`src/rtl/fp_mul_norm_round_if.sv`:
```
// Valid/ready bundle between the mantissa multiplier and the normalize/round stage.
// master drives the product beat and out_ready; slave is the normalize/round pipeline.
interface fp_mul_norm_round_if #(
    parameter int MANT_W = 6,
    parameter int EXP_W  = 5
);
    logic                    in_valid;
    logic                    in_ready;
    logic [2*MANT_W-1:0]     prod;
    logic signed [EXP_W+1:0] exp_in;
    logic                    sign_in;
    logic                    out_valid;
    logic                    out_ready;
    logic [MANT_W-2:0]       frac_out;
    logic [EXP_W-1:0]        exp_out;
    logic                    sign_out;
    logic                    ovf;
    logic                    unf;

    modport master (
        output in_valid, prod, exp_in, sign_in, out_ready,
        input  in_ready, out_valid, frac_out, exp_out, sign_out, ovf, unf
    );

    modport slave (
        input  in_valid, prod, exp_in, sign_in, out_ready,
        output in_ready, out_valid, frac_out, exp_out, sign_out, ovf, unf
    );
endinterface

```
`src/rtl/fp_mul_norm_round.sv`:
```
// Normalize, round-to-nearest-even and exponent classification of a raw mantissa product.
// Two-stage valid/ready pipeline: stage 1 normalizes, stage 2 rounds and holds the result.
module fp_mul_norm_round #(
    parameter int MANT_W = 6,
    parameter int EXP_W  = 5
) (
    input logic               clk,
    input logic               rst,
    fp_mul_norm_round_if.slave bus
);
    localparam int P  = 2 * MANT_W;
    localparam int EW = EXP_W + 2;
    localparam logic signed [EW-1:0] E_MAX  = EW'((1 << EXP_W) - 1);
    localparam logic signed [EW-1:0] E_ZERO = '0;

    // Stage 1 state: only the fraction is kept, the hidden bit is implicitly 1
    logic                 s1_valid_reg;
    logic [MANT_W-2:0]    s1_frac_reg;
    logic                 s1_guard_reg;
    logic                 s1_sticky_reg;
    logic                 s1_zero_reg;
    logic                 s1_sign_reg;
    logic signed [EW-1:0] s1_e_reg;

    logic                 s2_valid_reg;
    logic [MANT_W-2:0]    s2_frac_reg;
    logic [EXP_W-1:0]     s2_exp_reg;
    logic                 s2_sign_reg;
    logic                 s2_ovf_reg;
    logic                 s2_unf_reg;

    logic                 s2_en;
    logic                 in_ready;

    logic [MANT_W-2:0]    n_frac;
    logic                 n_guard;
    logic                 n_sticky;
    logic                 n_zero;
    logic signed [EW-1:0] n_e;

    logic                 round_up;
    logic                 carry;
    logic [MANT_W-2:0]    frac_sum;
    logic signed [EW-1:0] e_r;
    logic [MANT_W-2:0]    r_frac;
    logic [EXP_W-1:0]     r_exp;
    logic                 r_ovf;
    logic                 r_unf;

    assign s2_en    = !s2_valid_reg || bus.out_ready;
    assign in_ready = !s1_valid_reg || s2_en;

    always_comb begin
        n_zero = (bus.prod == '0);
        if (bus.prod[P-1]) begin
            n_frac   = bus.prod[P-2:MANT_W];
            n_guard  = bus.prod[MANT_W-1];
            n_sticky = |bus.prod[MANT_W-2:0];
            n_e      = bus.exp_in + EW'(1);
        end else begin
            n_frac   = bus.prod[P-3:MANT_W-1];
            n_guard  = bus.prod[MANT_W-2];
            n_sticky = |bus.prod[MANT_W-3:0];
            n_e      = bus.exp_in;
        end
    end

    always_ff @(posedge clk) begin
        if (rst) begin
            s1_valid_reg <= 1'b0;
        end else if (in_ready) begin
            s1_valid_reg <= bus.in_valid;
        end
    end

    always_ff @(posedge clk) begin
        if (in_ready && bus.in_valid) begin
            s1_frac_reg   <= n_frac;
            s1_guard_reg  <= n_guard;
            s1_sticky_reg <= n_sticky;
            s1_zero_reg   <= n_zero;
            s1_sign_reg   <= bus.sign_in;
            s1_e_reg      <= n_e;
        end
    end

    // An all-ones fraction that rounds up wraps to zero and bumps the exponent
    always_comb begin
        round_up = s1_guard_reg && (s1_sticky_reg || s1_frac_reg[0]);
        carry    = round_up && (&s1_frac_reg);
        frac_sum = s1_frac_reg + (MANT_W-1)'(round_up);
        e_r      = s1_e_reg + EW'(carry);
        r_frac   = frac_sum;
        r_exp    = e_r[EXP_W-1:0];
        r_ovf    = 1'b0;
        r_unf    = 1'b0;
        if (s1_zero_reg) begin
            r_frac = '0;
            r_exp  = '0;
        end else if (e_r >= E_MAX) begin
            r_ovf  = 1'b1;
            r_frac = '0;
            r_exp  = '1;
        end else if (e_r <= E_ZERO) begin
            r_unf  = 1'b1;
            r_frac = '0;
            r_exp  = '0;
        end
    end

    always_ff @(posedge clk) begin
        if (rst) begin
            s2_valid_reg <= 1'b0;
            s2_frac_reg  <= '0;
            s2_exp_reg   <= '0;
            s2_sign_reg  <= 1'b0;
            s2_ovf_reg   <= 1'b0;
            s2_unf_reg   <= 1'b0;
        end else if (s2_en) begin
            s2_valid_reg <= s1_valid_reg;
            if (s1_valid_reg) begin
                s2_frac_reg <= r_frac;
                s2_exp_reg  <= r_exp;
                s2_sign_reg <= s1_sign_reg;
                s2_ovf_reg  <= r_ovf;
                s2_unf_reg  <= r_unf;
            end
        end
    end

    assign bus.in_ready  = in_ready;
    assign bus.out_valid = s2_valid_reg;
    assign bus.frac_out  = s2_frac_reg;
    assign bus.exp_out   = s2_exp_reg;
    assign bus.sign_out  = s2_sign_reg;
    assign bus.ovf       = s2_ovf_reg;
    assign bus.unf       = s2_unf_reg;
endmodule

```
`src/flat_wrapper.sv`:
```
// flat-port wrapper written by rule: the top's interface ports become plain ports
module fp_mul_norm_round_flat 
#(
    parameter int MANT_W = 6,
    parameter int EXP_W  = 5
)
  (clk, rst, bus_in_valid, bus_prod, bus_exp_in, bus_sign_in, bus_out_ready, bus_in_ready, bus_out_valid, bus_frac_out, bus_exp_out, bus_sign_out, bus_ovf, bus_unf);
  fp_mul_norm_round_if #(.MANT_W(MANT_W), .EXP_W(EXP_W)) bus_i ();
  input logic clk;
  input logic rst;
  input wire logic [$bits(bus_i.in_valid)-1:0] bus_in_valid;
  input wire logic [$bits(bus_i.prod)-1:0] bus_prod;
  input wire logic [$bits(bus_i.exp_in)-1:0] bus_exp_in;
  input wire logic [$bits(bus_i.sign_in)-1:0] bus_sign_in;
  input wire logic [$bits(bus_i.out_ready)-1:0] bus_out_ready;
  output wire logic [$bits(bus_i.in_ready)-1:0] bus_in_ready;
  output wire logic [$bits(bus_i.out_valid)-1:0] bus_out_valid;
  output wire logic [$bits(bus_i.frac_out)-1:0] bus_frac_out;
  output wire logic [$bits(bus_i.exp_out)-1:0] bus_exp_out;
  output wire logic [$bits(bus_i.sign_out)-1:0] bus_sign_out;
  output wire logic [$bits(bus_i.ovf)-1:0] bus_ovf;
  output wire logic [$bits(bus_i.unf)-1:0] bus_unf;
  assign bus_i.in_valid = bus_in_valid;
  assign bus_i.prod = bus_prod;
  assign bus_i.exp_in = bus_exp_in;
  assign bus_i.sign_in = bus_sign_in;
  assign bus_i.out_ready = bus_out_ready;
  assign bus_in_ready = bus_i.in_ready;
  assign bus_out_valid = bus_i.out_valid;
  assign bus_frac_out = bus_i.frac_out;
  assign bus_exp_out = bus_i.exp_out;
  assign bus_sign_out = bus_i.sign_out;
  assign bus_ovf = bus_i.ovf;
  assign bus_unf = bus_i.unf;
  fp_mul_norm_round #(.MANT_W(MANT_W), .EXP_W(EXP_W)) u_core (.clk(clk), .rst(rst), .bus(bus_i));
endmodule
```
`config.mk`:
```
export PLATFORM = sky130hd
export DESIGN_NAME = fp_mul_norm_round_flat
export DESIGN_NICKNAME = d
export VERILOG_FILES = /design/src/rtl/fp_mul_norm_round_if.sv /design/src/rtl/fp_mul_norm_round.sv /design/src/flat_wrapper.sv
export SDC_FILE = /design/constraint.sdc
export NUM_CORES = 1
export LEC_CHECK = 0
export ABC_AREA = 0
export BUFFER_PORTS_ARGS = -buffer_cell sky130_fd_sc_hd__buf_2
export CAP_MARGIN = 10
export CORE_AREA = 2 2 69 71
export DETAILED_ROUTE_END_ITERATION = 7
export DIE_AREA = 0 0 71 73
export PLACE_DENSITY = 0.66
export SLEW_MARGIN = 20
export SYNTH_ARGS = -nofsm -noshare
export SYNTH_HDL_FRONTEND = slang
export SYNTH_SLANG_ARGS = --single-unit
```
`constraint.sdc`:
```
create_clock -name clk -period 3.35 [get_ports clk]
set_input_delay 0.8375 -clock clk [delete_from_list [all_inputs] [get_ports clk]]
set_output_delay 0.8375 -clock clk [all_outputs]
set_load 0.05 [all_outputs]
```
; ---- Yosys cells after proc, flatten, opt, wreduce, memory -nomap -nowiden
; Cells that the tools add are included.
[totals]
ff_bits = 31
in_bits = 24
output_inout_bits = 15
word_cells = 46
[classes]
n_addsub = 3
magnitude_cmp = 2
mux = 15
reduce_logical = 13
[ops]
columns = cell, count
row1 = $mux W5, 7
row2 = $logic_not A12 Y1, 1
row3 = $add A7 B1 Y7, 1
row4 = $add A7 B2 Y7 const B, 1
row5 = $ge A7 B6 Y1 const B, 1
row6 = $le A7 B1 Y1 const B, 1
row7 = $mux W1, 7
row8 = $mux W7, 1
row9 = $add A5 B1 Y5, 1
row10 = $reduce_and A5 Y1, 1
row11 = $reduce_or A5 Y1, 1
row12 = $reduce_or A4 Y1, 1
row13 = $logic_and A1 B1 Y1, 3
row14 = $logic_or A1 B1 Y1, 3
row15 = $logic_not A1 Y1, 2
row16 = $reduce_and A2 Y1, 1

; ---- Depth between registers and ports, before layout
[depth]
depth_word = 8
depth_mapped = 9
ltp_nobuf = 9

; ---- Worst setup path before layout
; Ideal clock, no wire load.
[synth_path]
kind = input port to output port
from = in bus_out_ready
to = out bus_in_ready
arrival_time_ns = 1.387
required_ns = 2.513
setup_slack_ns = 1.125
stages = 2
path_buffers = 0
cell_sequence = nor2b_1 -> nand2_1
[synth_between]
elab_chain_cells = 2
[synth_rtl]
columns = element, line_no
row1 = from (decl), flat_wrapper.sv:15  ; input wire logic [$bits(bus_i.out_ready)-1:0] bus_out_ready;
row2 = $logic_or A1 B1 Y1, fp_mul_norm_round.sv:50  ; assign s2_en = !s2_valid_reg || bus.out_ready;
row3 = $logic_or A1 B1 Y1, fp_mul_norm_round.sv:51  ; assign in_ready = !s1_valid_reg || s2_en;
row4 = to (decl), flat_wrapper.sv:16  ; output wire logic [$bits(bus_i.in_ready)-1:0] bus_in_ready;
; No other way between the ends.

; ---- Worst setup path after layout
; Same ends and word-level chain as after synthesis.

==> impl_metrics.json <==
{
  "run_status": "completed",
  "hold_path_class": "reg2reg",
  "detail_route.wirelength_um": 2590,
  "drive_above_1_share": 0.309,
  "area_growth_pct": 22.0,
  "crit_arrival_ns": 1.53,
  "most_numerous_cell_types_in_the_synthesized_netlist": "16 x edfxtp_1, 15 x dfxtp_1, 14 x nand2_1",
  "synth.lib_cells_used.distinct": 35,
  "grt_first_pass_wirelength_um": 4260,
  "hold_start": "u_core.bus.exp_out[1]",
  "total_setup_violations_reported_at_the_end_of_the_flow": 0,
  "post-route-period-util": 0.707,
  "worst-path-max-fanout": 5,
  "fin_nets": 206,
  "place_congestion": 0.728,
  "yosys.area.top_type_share": 0.316,
  "max_cap_violations": 0,
  "tightestPinTransition_ns": 0.687,
  "count_of_yosys_warnings_during_synthesis": 0,
  "critical_path.cell_chain": "buf_2 -> nor2b_1 -> nand2_1 -> buf_2",
  "final.fill_count": 449,
  "netlist_instances": 136,
  "dominant_synthesized_flop_cell": "edfxtp_1",
  "hold_path_end": "u_core.bus.exp_out[1]",
  "clock_path_buffers": 2,
  "synth.area.top_cells": "edfxtp_1 32%, dfxtp_1 20%, xnor2_1 5.8%, mux2_2 5.2%, ha_1 4.1%",
  "ff_latch_area_um2": 781,
  "power.density_cell_area_mw_per_mm2": 478,
  "crit-reg2reg-capture": "u_core.bus.frac_out[0]",
  "max-vdd-ir-drop_v": 0.000175,
  "pin_count_of_the_biggest_net_entering_global_routing": 17,
  "timing.critical_path.slowest_stage_cell": "nor2b_1",
  "initial_standard_cell_utilization_of_the_core": 0.335,
  "detail-route-antenna-nets": 0,
  "critical_path.endpoint_type": "output pin",
  "synthMostInstantiatedCell": "edfxtp_1",
  "fmax_mhz": 422,
  "async_flop_share": 0,
  "detailedRoute.firstPassIterationCount": 4,
  "core_region_area_mm2": 0.00454,
  "first_global_vias": 990,
  "power.static_leakage_nw": 0.755,
  "placed_area_mm2": 0.00175,
  "fin_crit_ns": 2.37,
  "gr-total-overflow": 0,
  "io-pin-count": 39,
  "timing.reg2reg.worst_path_depth": 9,
  "number_of_inserted_diodes": 0,
  "cts_root_buf": "clkbuf_8",
  "cp_data_required_time_ns": 2.51,
  "post-synth-top-area-cell": "edfxtp_1",
  "tritoncts.num_buffers": 5,
  "floorplan.die.height_um": 73,
  "timing.setup.critical_path_class": "in2out",
  "cts_tree": "done",
  "multi_input_comb_area_um2": 706,
  "clk_transition_reported_paths_ns": 0.06,
  "htreeDepth": 2,
  "detail_route.iter0.violations": 20,
  "num_vias": 1102,
  "timing.max_slew.rel_slack": 0.541,
  "setup.worst_path.start_class": "primary input",
  "antenna_found_initial": 0,
  "cts_resized": 0,
  "hpwl_um": 2020,
  "synth-seq-cells": 31,
  "hold_violations": 0,
  "skew_ns": 0.00223,
  "ys_seq_area_frac": 0.513,
  "cp_common_cell": "buf_2",
  "i_o_buffers": 38,
  "mappedNetlistArea_mm2": 0.00152,
  "final.setup.tns_ns": 0,
  "drc_errors": 0,
  "postSynthAreaPerCell_um2": 11.2,
  "post_cts_buffers": 0,
  "min_delay_path_depth": 2,
  "gr-usage-all-layers": 0.110,
  "dieWidth_um": 71,
  "clk-insertion-delay-late_ns": 0.28,
  "maxSlewViolCount": 0,
  "design.die.area_mm2": 0.00518,
  "synth.net_count": 165,
  "register_to_register_setup_slack_ns": 1.11,
  "synth_edf_count": 16,
  "critPathBufInv": 2,
  "vias_per_cell": 4.75,
  "postLayoutCellArea_mm2": 0.00186,
  "r2r-start": "u_core.s1_frac_reg[3]",
  "critical_path.top_delay_family": "simple AND/OR/NAND/NOR gates",
  "wl_per_cell_um": 11.2,
  "flip_flop_count_of_the_largest_register_all_copies_and_words_added": 7,
  "fp-row-count": 25,
  "grt_setup_unrepaired": "false",
  "crit_path_max_incr_delay_ns": 0.26,
  "post_cts_hold_buffer_count": 0,
  "clkSinkCount": 31
}
## per-layer routing
| metal | up-vias | GRT usage | part of all wire |
|---|---|---|---|
| li1 | 586 | - | - |
| met1 | 477 | 0.122 | 0.44 |
| met2 | 32 | 0.173 | 0.46 |
| met3 | 7 | 0.0359 | 0.068 |
| met4 | 0 | 0.0881 | 0.036 |
| met5 | - | 0 | 0 |
## through the flow
stage	setup WS, ns	utilization	hold slack [ns]	std cells	total power [W]
2_1_floorplan	1.13	-	0.453	136	0.000517
3_3_place_gp	1.03	0.385	0.443	224	0.000548
3_5_place_dp	0.995	0.385	0.443	224	0.000549
4_1_cts	0.985	0.409	0.452	232	0.000898
5_1_grt	0.918	0.409	0.483	232	0.000927
6_report	0.983	0.409	0.447	232	0.000887
## power breakdown
part / switching (W) / internal (W) / leakage [nW] / total [W]
Combinational: 0.0000613 / 0.0000435 / 0.422 / 0.000105
Sequential: 0.0000145 / 0.000421 / 0.277 / 0.000436
Clock: 0.000130 / 0.000217 / 0.0556 / 0.000347
Total: 0.000205 / 0.000682 / 0.755 / 0.000887
## cells in the final DEF (no fill, tap or decap), types with 2 or more instances in the layout
cell type and n:
nor2_1 12, edfxtp_1 16, dfxtp_1 15, nand4_1 3
clkbuf_8 5, nor2b_1 2, nand2_1 14, o21ai_1 2
o21ai_0 3, a32o_1 5, a31oi_1 2, nor3_1 3
xor2_1 4, buf_2 38, xnor2_1 10, and2_1 2
nor4_1 3, nand3_1 7, a22o_1 3, or3_1 2
ha_1 5, mux2_2 7
## kinds of logic (layout without fill, tap and decap cells)
group / count (synthesis) / in the layout / synth area share
compound gates: 20 / 20 / 0.112
xor+xnor: 14 / 14 / 0.0806
fa+ha+maj: 5 / 5 / 0.0411
buf+inv: 5 / 47 / 0.0230
flops: 31 / 31 / 0.513
mux: 8 / 8 / 0.0584
simple gates: 53 / 53 / 0.172
## cell type report
type / instances / share of cell area
tap: 54 / 0.0364
clock inverter: 3 / 0.0209
inverter: 1 / 0.00202
sequential: 31 / 0.421
multi-input combinational: 100 / 0.380
timing repair buffer: 38 / 0.102
clock buffer: 5 / 0.0371
## worst max path at each step
stage | from | endpoint | slack (ns) | depth (start not counted)
2_1_floorplan | bus_out_ready | bus_in_ready | 1.13 | 2
3_3_place_gp | bus_out_ready | bus_in_ready | 1.03 | 4
3_5_place_dp | bus_out_ready | bus_in_ready | 1.0 | 4
4_1_cts | bus_out_ready | bus_in_ready | 0.99 | 4
5_1_grt | bus_out_ready | bus_in_ready | 0.92 | 4
6_report | bus_out_ready | bus_in_ready | 0.98 | 4
## tightest hold or removal path, delay by kind of cell (launching register included)
| family | cells | cell delay, ns |
|---|---|---|
| flops | 1 | 0.32 |
| compound gates | 1 | 0.05 |
| simple gates | 1 | 0.04 |
Note: power is estimated with default switching activity, not from simulation.
